$ cat src/rtl/adv_drc_axi_sink.sv
`timescale 1ns/1ps
`default_nettype none
// ============================================================================
// Module   : adv_drc_axi_sink
// Purpose  : AXI4 write responder that turns 128-bit INCR bursts into path-side
//            burst descriptors and 132-bit data FIFO words.
// Revision : 1.0
// ============================================================================
module adv_drc_axi_sink #(
    parameter int p_id_bits      = 1,
    parameter int p_err_cnt_bits = 16
) (
    input  logic                      i_clk,
    input  logic                      i_rst,
    input  logic [31:0]               awaddr,
    input  logic [7:0]                awlen,
    input  logic [2:0]                awsize,
    input  logic [1:0]                awburst,
    input  logic [p_id_bits-1:0]      awid,
    input  logic                      awvalid,
    output logic                      awready,
    input  logic [127:0]              wdata,
    input  logic [15:0]               wstrb,
    input  logic                      wlast,
    input  logic                      wvalid,
    output logic                      wready,
    output logic [1:0]                bresp,
    output logic [p_id_bits-1:0]      bid,
    output logic                      bvalid,
    input  logic                      bready,
    output logic [39:0]               burst_out,
    output logic                      burst_wr,
    input  logic                      burst_full,
    output logic [131:0]              data_out,
    output logic                      data_wr,
    input  logic                      data_full,
    output logic [p_err_cnt_bits-1:0] err_cnt
);

    typedef enum logic [1:0] {
        ST_IDLE = 2'd0,
        ST_DATA = 2'd1,
        ST_RESP = 2'd2
    } state_t;

    state_t                      state_q, state_d;
    logic [7:0]                  beat_ctr_q, beat_ctr_d;
    logic                        drop_q, drop_d;
    logic                        err_q, err_d;
    logic [p_id_bits-1:0]        bid_q, bid_d;
    logic                        bvalid_q, bvalid_d;
    logic [1:0]                  bresp_q, bresp_d;
    logic [p_err_cnt_bits-1:0]   err_cnt_q, err_cnt_d;
    logic                        burst_wr_q, burst_wr_d;
    logic [39:0]                 burst_out_q, burst_out_d;
    logic                        data_wr_q, data_wr_d;
    logic [131:0]                data_out_q, data_out_d;

    logic aw_hs, w_hs, b_hs;
    logic bad_fmt, cnt_final, beat_final, beat_err;

    assign awready = (state_q == ST_IDLE) && !burst_full;
    assign wready  = (state_q == ST_DATA) && (drop_q || !data_full);

    assign aw_hs = awvalid && awready;
    assign w_hs  = wvalid && wready;
    assign b_hs  = bvalid_q && bready;

    assign bad_fmt    = (awsize != 3'b100) || (awburst != 2'b01);
    assign cnt_final  = (beat_ctr_q == 8'd0);
    // An early wlast also closes the burst; either disagreement is an error.
    assign beat_final = cnt_final || wlast;
    assign beat_err   = (cnt_final != wlast);

    always_comb begin
        state_d     = state_q;
        beat_ctr_d  = beat_ctr_q;
        drop_d      = drop_q;
        err_d       = err_q;
        bid_d       = bid_q;
        bvalid_d    = bvalid_q;
        bresp_d     = bresp_q;
        err_cnt_d   = err_cnt_q;
        burst_wr_d  = 1'b0;
        burst_out_d = burst_out_q;
        data_wr_d   = 1'b0;
        data_out_d  = data_out_q;

        case (state_q)
            ST_IDLE: begin
                if (aw_hs) begin
                    bid_d      = awid;
                    beat_ctr_d = awlen;
                    err_d      = 1'b0;
                    drop_d     = bad_fmt;
                    if (!bad_fmt) begin
                        burst_wr_d  = 1'b1;
                        burst_out_d = {awaddr, awlen + 8'd1};
                    end
                    state_d = ST_DATA;
                end
            end
            ST_DATA: begin
                if (w_hs) begin
                    if (!drop_q) begin
                        data_wr_d  = 1'b1;
                        data_out_d = {2'b00, (wstrb != 16'hFFFF), wlast, wdata};
                    end
                    beat_ctr_d = beat_ctr_q - 8'd1;
                    if (beat_err) begin
                        err_d = 1'b1;
                    end
                    if (beat_final) begin
                        state_d  = ST_RESP;
                        bvalid_d = 1'b1;
                        bresp_d  = (drop_q || err_q || beat_err) ? 2'b10 : 2'b00;
                    end
                end
            end
            ST_RESP: begin
                if (b_hs) begin
                    bvalid_d = 1'b0;
                    state_d  = ST_IDLE;
                    if ((bresp_q == 2'b10) && (err_cnt_q != {p_err_cnt_bits{1'b1}})) begin
                        err_cnt_d = err_cnt_q + p_err_cnt_bits'(1);
                    end
                end
            end
            default: begin
                state_d = ST_IDLE;
            end
        endcase
    end

    always_ff @(posedge i_clk) begin
        if (i_rst) begin
            state_q     <= ST_IDLE;
            beat_ctr_q  <= 8'd0;
            drop_q      <= 1'b0;
            err_q       <= 1'b0;
            bid_q       <= '0;
            bvalid_q    <= 1'b0;
            bresp_q     <= 2'b00;
            err_cnt_q   <= '0;
            burst_wr_q  <= 1'b0;
            burst_out_q <= 40'd0;
            data_wr_q   <= 1'b0;
            data_out_q  <= 132'd0;
        end else begin
            state_q     <= state_d;
            beat_ctr_q  <= beat_ctr_d;
            drop_q      <= drop_d;
            err_q       <= err_d;
            bid_q       <= bid_d;
            bvalid_q    <= bvalid_d;
            bresp_q     <= bresp_d;
            err_cnt_q   <= err_cnt_d;
            burst_wr_q  <= burst_wr_d;
            burst_out_q <= burst_out_d;
            data_wr_q   <= data_wr_d;
            data_out_q  <= data_out_d;
        end
    end

    assign bresp     = bresp_q;
    assign bid       = bid_q;
    assign bvalid    = bvalid_q;
    assign burst_out = burst_out_q;
    assign burst_wr  = burst_wr_q;
    assign data_out  = data_out_q;
    assign data_wr   = data_wr_q;
    assign err_cnt   = err_cnt_q;

endmodule
`default_nettype wire

$ cat config.mk
export PLATFORM = sky130hd
export DESIGN_NAME = adv_drc_axi_sink
export DESIGN_NICKNAME = d
export VERILOG_FILES = /design/src/rtl/adv_drc_axi_sink.sv
export SDC_FILE = /design/constraint.sdc
export NUM_CORES = 1
export LEC_CHECK = 0
export CAP_MARGIN = 20
export CORE_AREA = 2 2 153 155
export CTS_BUF_LIST = sky130_fd_sc_hd__clkbuf_4 sky130_fd_sc_hd__clkbuf_8
export CTS_CLUSTER_DIAMETER = 100
export CTS_CLUSTER_SIZE = 10
export DETAILED_ROUTE_END_ITERATION = 12
export DIE_AREA = 0 0 155 157
export PLACE_DENSITY_LB_ADDON = 0.12
export SYNTH_ARGS = -nofsm -noshare
export SYNTH_HDL_FRONTEND = slang
export SYNTH_SLANG_ARGS = --single-unit
$ cat constraint.sdc
create_clock -name i_clk -period 1.9 [get_ports i_clk]
set_input_delay 0.19 -clock i_clk [delete_from_list [all_inputs] [get_ports i_clk]]
set_output_delay 0.19 -clock i_clk [all_outputs]
set_load 0.01 [all_outputs]
==> flow_summary.json <==
{
  "clk_path_buf_depth": 3,
  "leakage_nw": 4.23,
  "setup_ws_ns": 0.0422,
  "hold_viol": 0,
  "worst-path-buf-inv": 0,
  "cp_slowest_cell": "or4b_1",
  "vias_per_cell": 4.86,
  "synth.top_cells.by_count": "nand2_1, dfxtp_1, a21oi_1, clkbuf_1, buf_2",
  "drive_above_1_share": 0.0650,
  "worst_setup_path_start_kind": "flip-flop",
  "final_nets": 1572,
  "wl_mm": 26.8,
  "p_per_area_mw_per_mm2": 648,
  "cp_num_cells": 7,
  "rr_endpoint": "err_q",
  "hold_path_class": "in2reg",
  "overflow": 0,
  "vias": 8069,
  "end_kind": "flip-flop",
  "antenna_found_initial": 5,
  "slew_viol_final": 0,
  "ys_seq_area_frac": 0.522,
  "clk_pin_slew_ns": 0.08,
  "crit_path_start": "beat_ctr_q[6]",
  "die-area_sq_mm": 0.0243,
  "initial_utilization": 0.346,
  "drtIter0Drc": 423,
  "yosysMostFrequentCell": "nand2_1",
  "rows": 55,
  "port_buffers": 390,
  "hpwl_mm": 19.2,
  "clock_sinks": 203,
  "grt_pass1_vias": 7469,
  "cp_cell_sequence": "nor2_4 -> nor4b_4 -> nand3b_1 -> ha_1 -> nor2_1 -> or4b_1 -> a21oi_1",
  "ys_seq_elements": 203,
  "netlist.area_leader.share": 0.522,
  "fin_skew_ns": 0.0127,
  "grt_pass1_wl_mm": 40.8,
  "grt_start_max_net_pins": 94,
  "grtUsageTotal": 0.208,
  "synth_top_area_cell": "dfxtp_1",
  "dp_slack_ns": -0.129,
  "cts_htree_levels": 1,
  "gp_congestion": 0.796,
  "avgSynthCellArea_sq_um": 7.96,
  "r2r_cells": 7,
  "synthToLayoutAreaGrowth_pct": 61.6,
  "dr.pass1.iters": 5,
  "die_y_microns": 157,
  "cts_inserted_buffers": 24,
  "io_pins": 394,
  "max_freq_mhz": 538,
  "period_minus_slack_ns": 1.86,
  "slowest_delay_ns": 0.50,
  "wl_per_cell_microns": 16.2,
  "drc": 0,
  "fillCellCount": 2123,
  "synth.top_cells.by_area": "dfxtp_1, nand2_1, a21oi_1, clkbuf_1, buf_2",
  "hold_slack_ns": 0.0601,
  "ys_types": 48,
  "path_class": "reg2reg",
  "finalPower_w": 0.00816,
  "yosysWarnings": 0,
  "synth-edff-count": 0,
  "worst_slew_pin_slew_ns": 0.523,
  "critPathRequiredTime_ns": 2.37,
  "syn_area_sq_mm": 0.00779,
  "async_flop_share": 0,
  "grt_setup_unrepaired": "true",
  "status": "finished, final reports clean",
  "setup_viol": 0,
  "coreArea_sq_mm": 0.0225,
  "reg2reg_slack_ns": 0.04,
  "drv_cap": 0,
  "cts-root-buf": "clkbuf_8",
  "crit_path_max_fanout": 2,
  "crit_end": "err_q",
  "postSynthCellCount": 979,
  "finalCritPeriodShare": 0.978,
  "arrival_ns": 2.33,
  "clk_latency_ns": 0.53,
  "ctsHoldBuffers": 0,
  "crit_family": "simple AND/OR/NAND/NOR gates",
  "cts_tree": "built",
  "synth_flop_cell": "dfxtp_1",
  "irDropWorstVdd_mv": 0.508,
  "die_w_microns": 155,
  "ant_nets": 0,
  "r2r_start": "beat_ctr_q[6]",
  "relSlewSlack": 0.650
}
## flip-flops by register name, indices dropped and copies added, names as in the netlist
signal      cells
burst_wr        1
bresp           1
bid             1
drop_q          1
err_cnt        16
beat_ctr_q      8
burst_out      40
data_wr         1
bvalid          1
data_out      130
err_q           1
state_q         2
## per-layer routing
layer	part of all wire	GRT usage	wire length [microns]	up-vias
li1	-	-	-	4056
met1	0.41	0.249	11100	3700
met2	0.48	0.353	13000	271
met3	0.077	0.0628	2080	42
met4	0.027	0.0767	712	0
met5	0	0	0	-
## metrics by stage
stage,instances,util,TNS [ns],cell area (sq um)
3_5_place_dp,1627,0.542,-0.921,12200
6_report,1659,0.560,0,12600
4_1_cts,1653,0.558,0,12600
2_1_floorplan,981,-,0,7800
3_3_place_gp,1627,0.542,-1.84,12200
5_1_grt,1659,0.560,-0.0399,12600
## power by group
group	switching (W)	internal [W]	total, W
registers	0.0000551	0.00433	0.00439
logic	0.000438	0.000667	0.00111
clock network	0.00149	0.00118	0.00267
## cell families (layout without fill, tap and decap cells)
group,after synthesis,count (layout),synth area share
adder cells (fa/ha/maj),5,5,0.00803
other,1,8,0.000481
AO/OA/AOI/OAI,237,237,0.165
flip-flops,203,203,0.522
AND/OR/NAND/NOR,445,445,0.251
buffers and inverters,82,470,0.0466
multiplexers,2,2,0.00257
XOR/XNOR,4,4,0.00450
## cell type report
cell class                 instances  area [sq um]  area share
clock buffer                      25           344      0.0273
antenna                            5          12.5    0.000994
multi-input combinational        696          3420       0.271
clock inverter                     1          8.76    0.000696
tap                              285           357      0.0283
timing repair buffer             435          4350       0.346
inverter                           9          33.8     0.00268
sequential                       203          4070       0.323
## cell usage in the layout (no fill, tap or decap), drive strengths merged, types with 2 or more instances in the layout
cell type	n
nand2b	5
mux2i	2
conb	3
nand2	342
xnor2	3
a31oi	3
buf	46
a22oi	3
o21ba	2
or3	6
nor3	15
o21ai	8
nor2b	3
nor4	5
diode	5
a21oi	193
inv	10
clkdlybuf4s50	387
and3	2
nor3b	3
nor2	17
o21a	3
nand4	11
and4	3
dfxtp	203
clkbuf	25
nor4b	5
or4	14
ha	5
o31ai	15
nand3	8
a211oi	3
o32ai	3
## worst min path at each step
stage,startpoint,end,cells after the start
floorplan,awsize[1],burst_wr,1
global placement,burst_out[38],burst_out[38],2
detailed placement,burst_out[8],burst_out[8],2
CTS,i_rst,data_wr,2
global route,i_rst,state_q[0],2
finish,i_rst,bid,2
## repair_timing
action                     4_1_cts  5_1_grt
gates cloned                     0        0
pin swaps                        0        4
resized for setup                4        7
setup buffers                    0        1
setup endpoints to repair        4        6
Power figures use the tool's default switching activity.
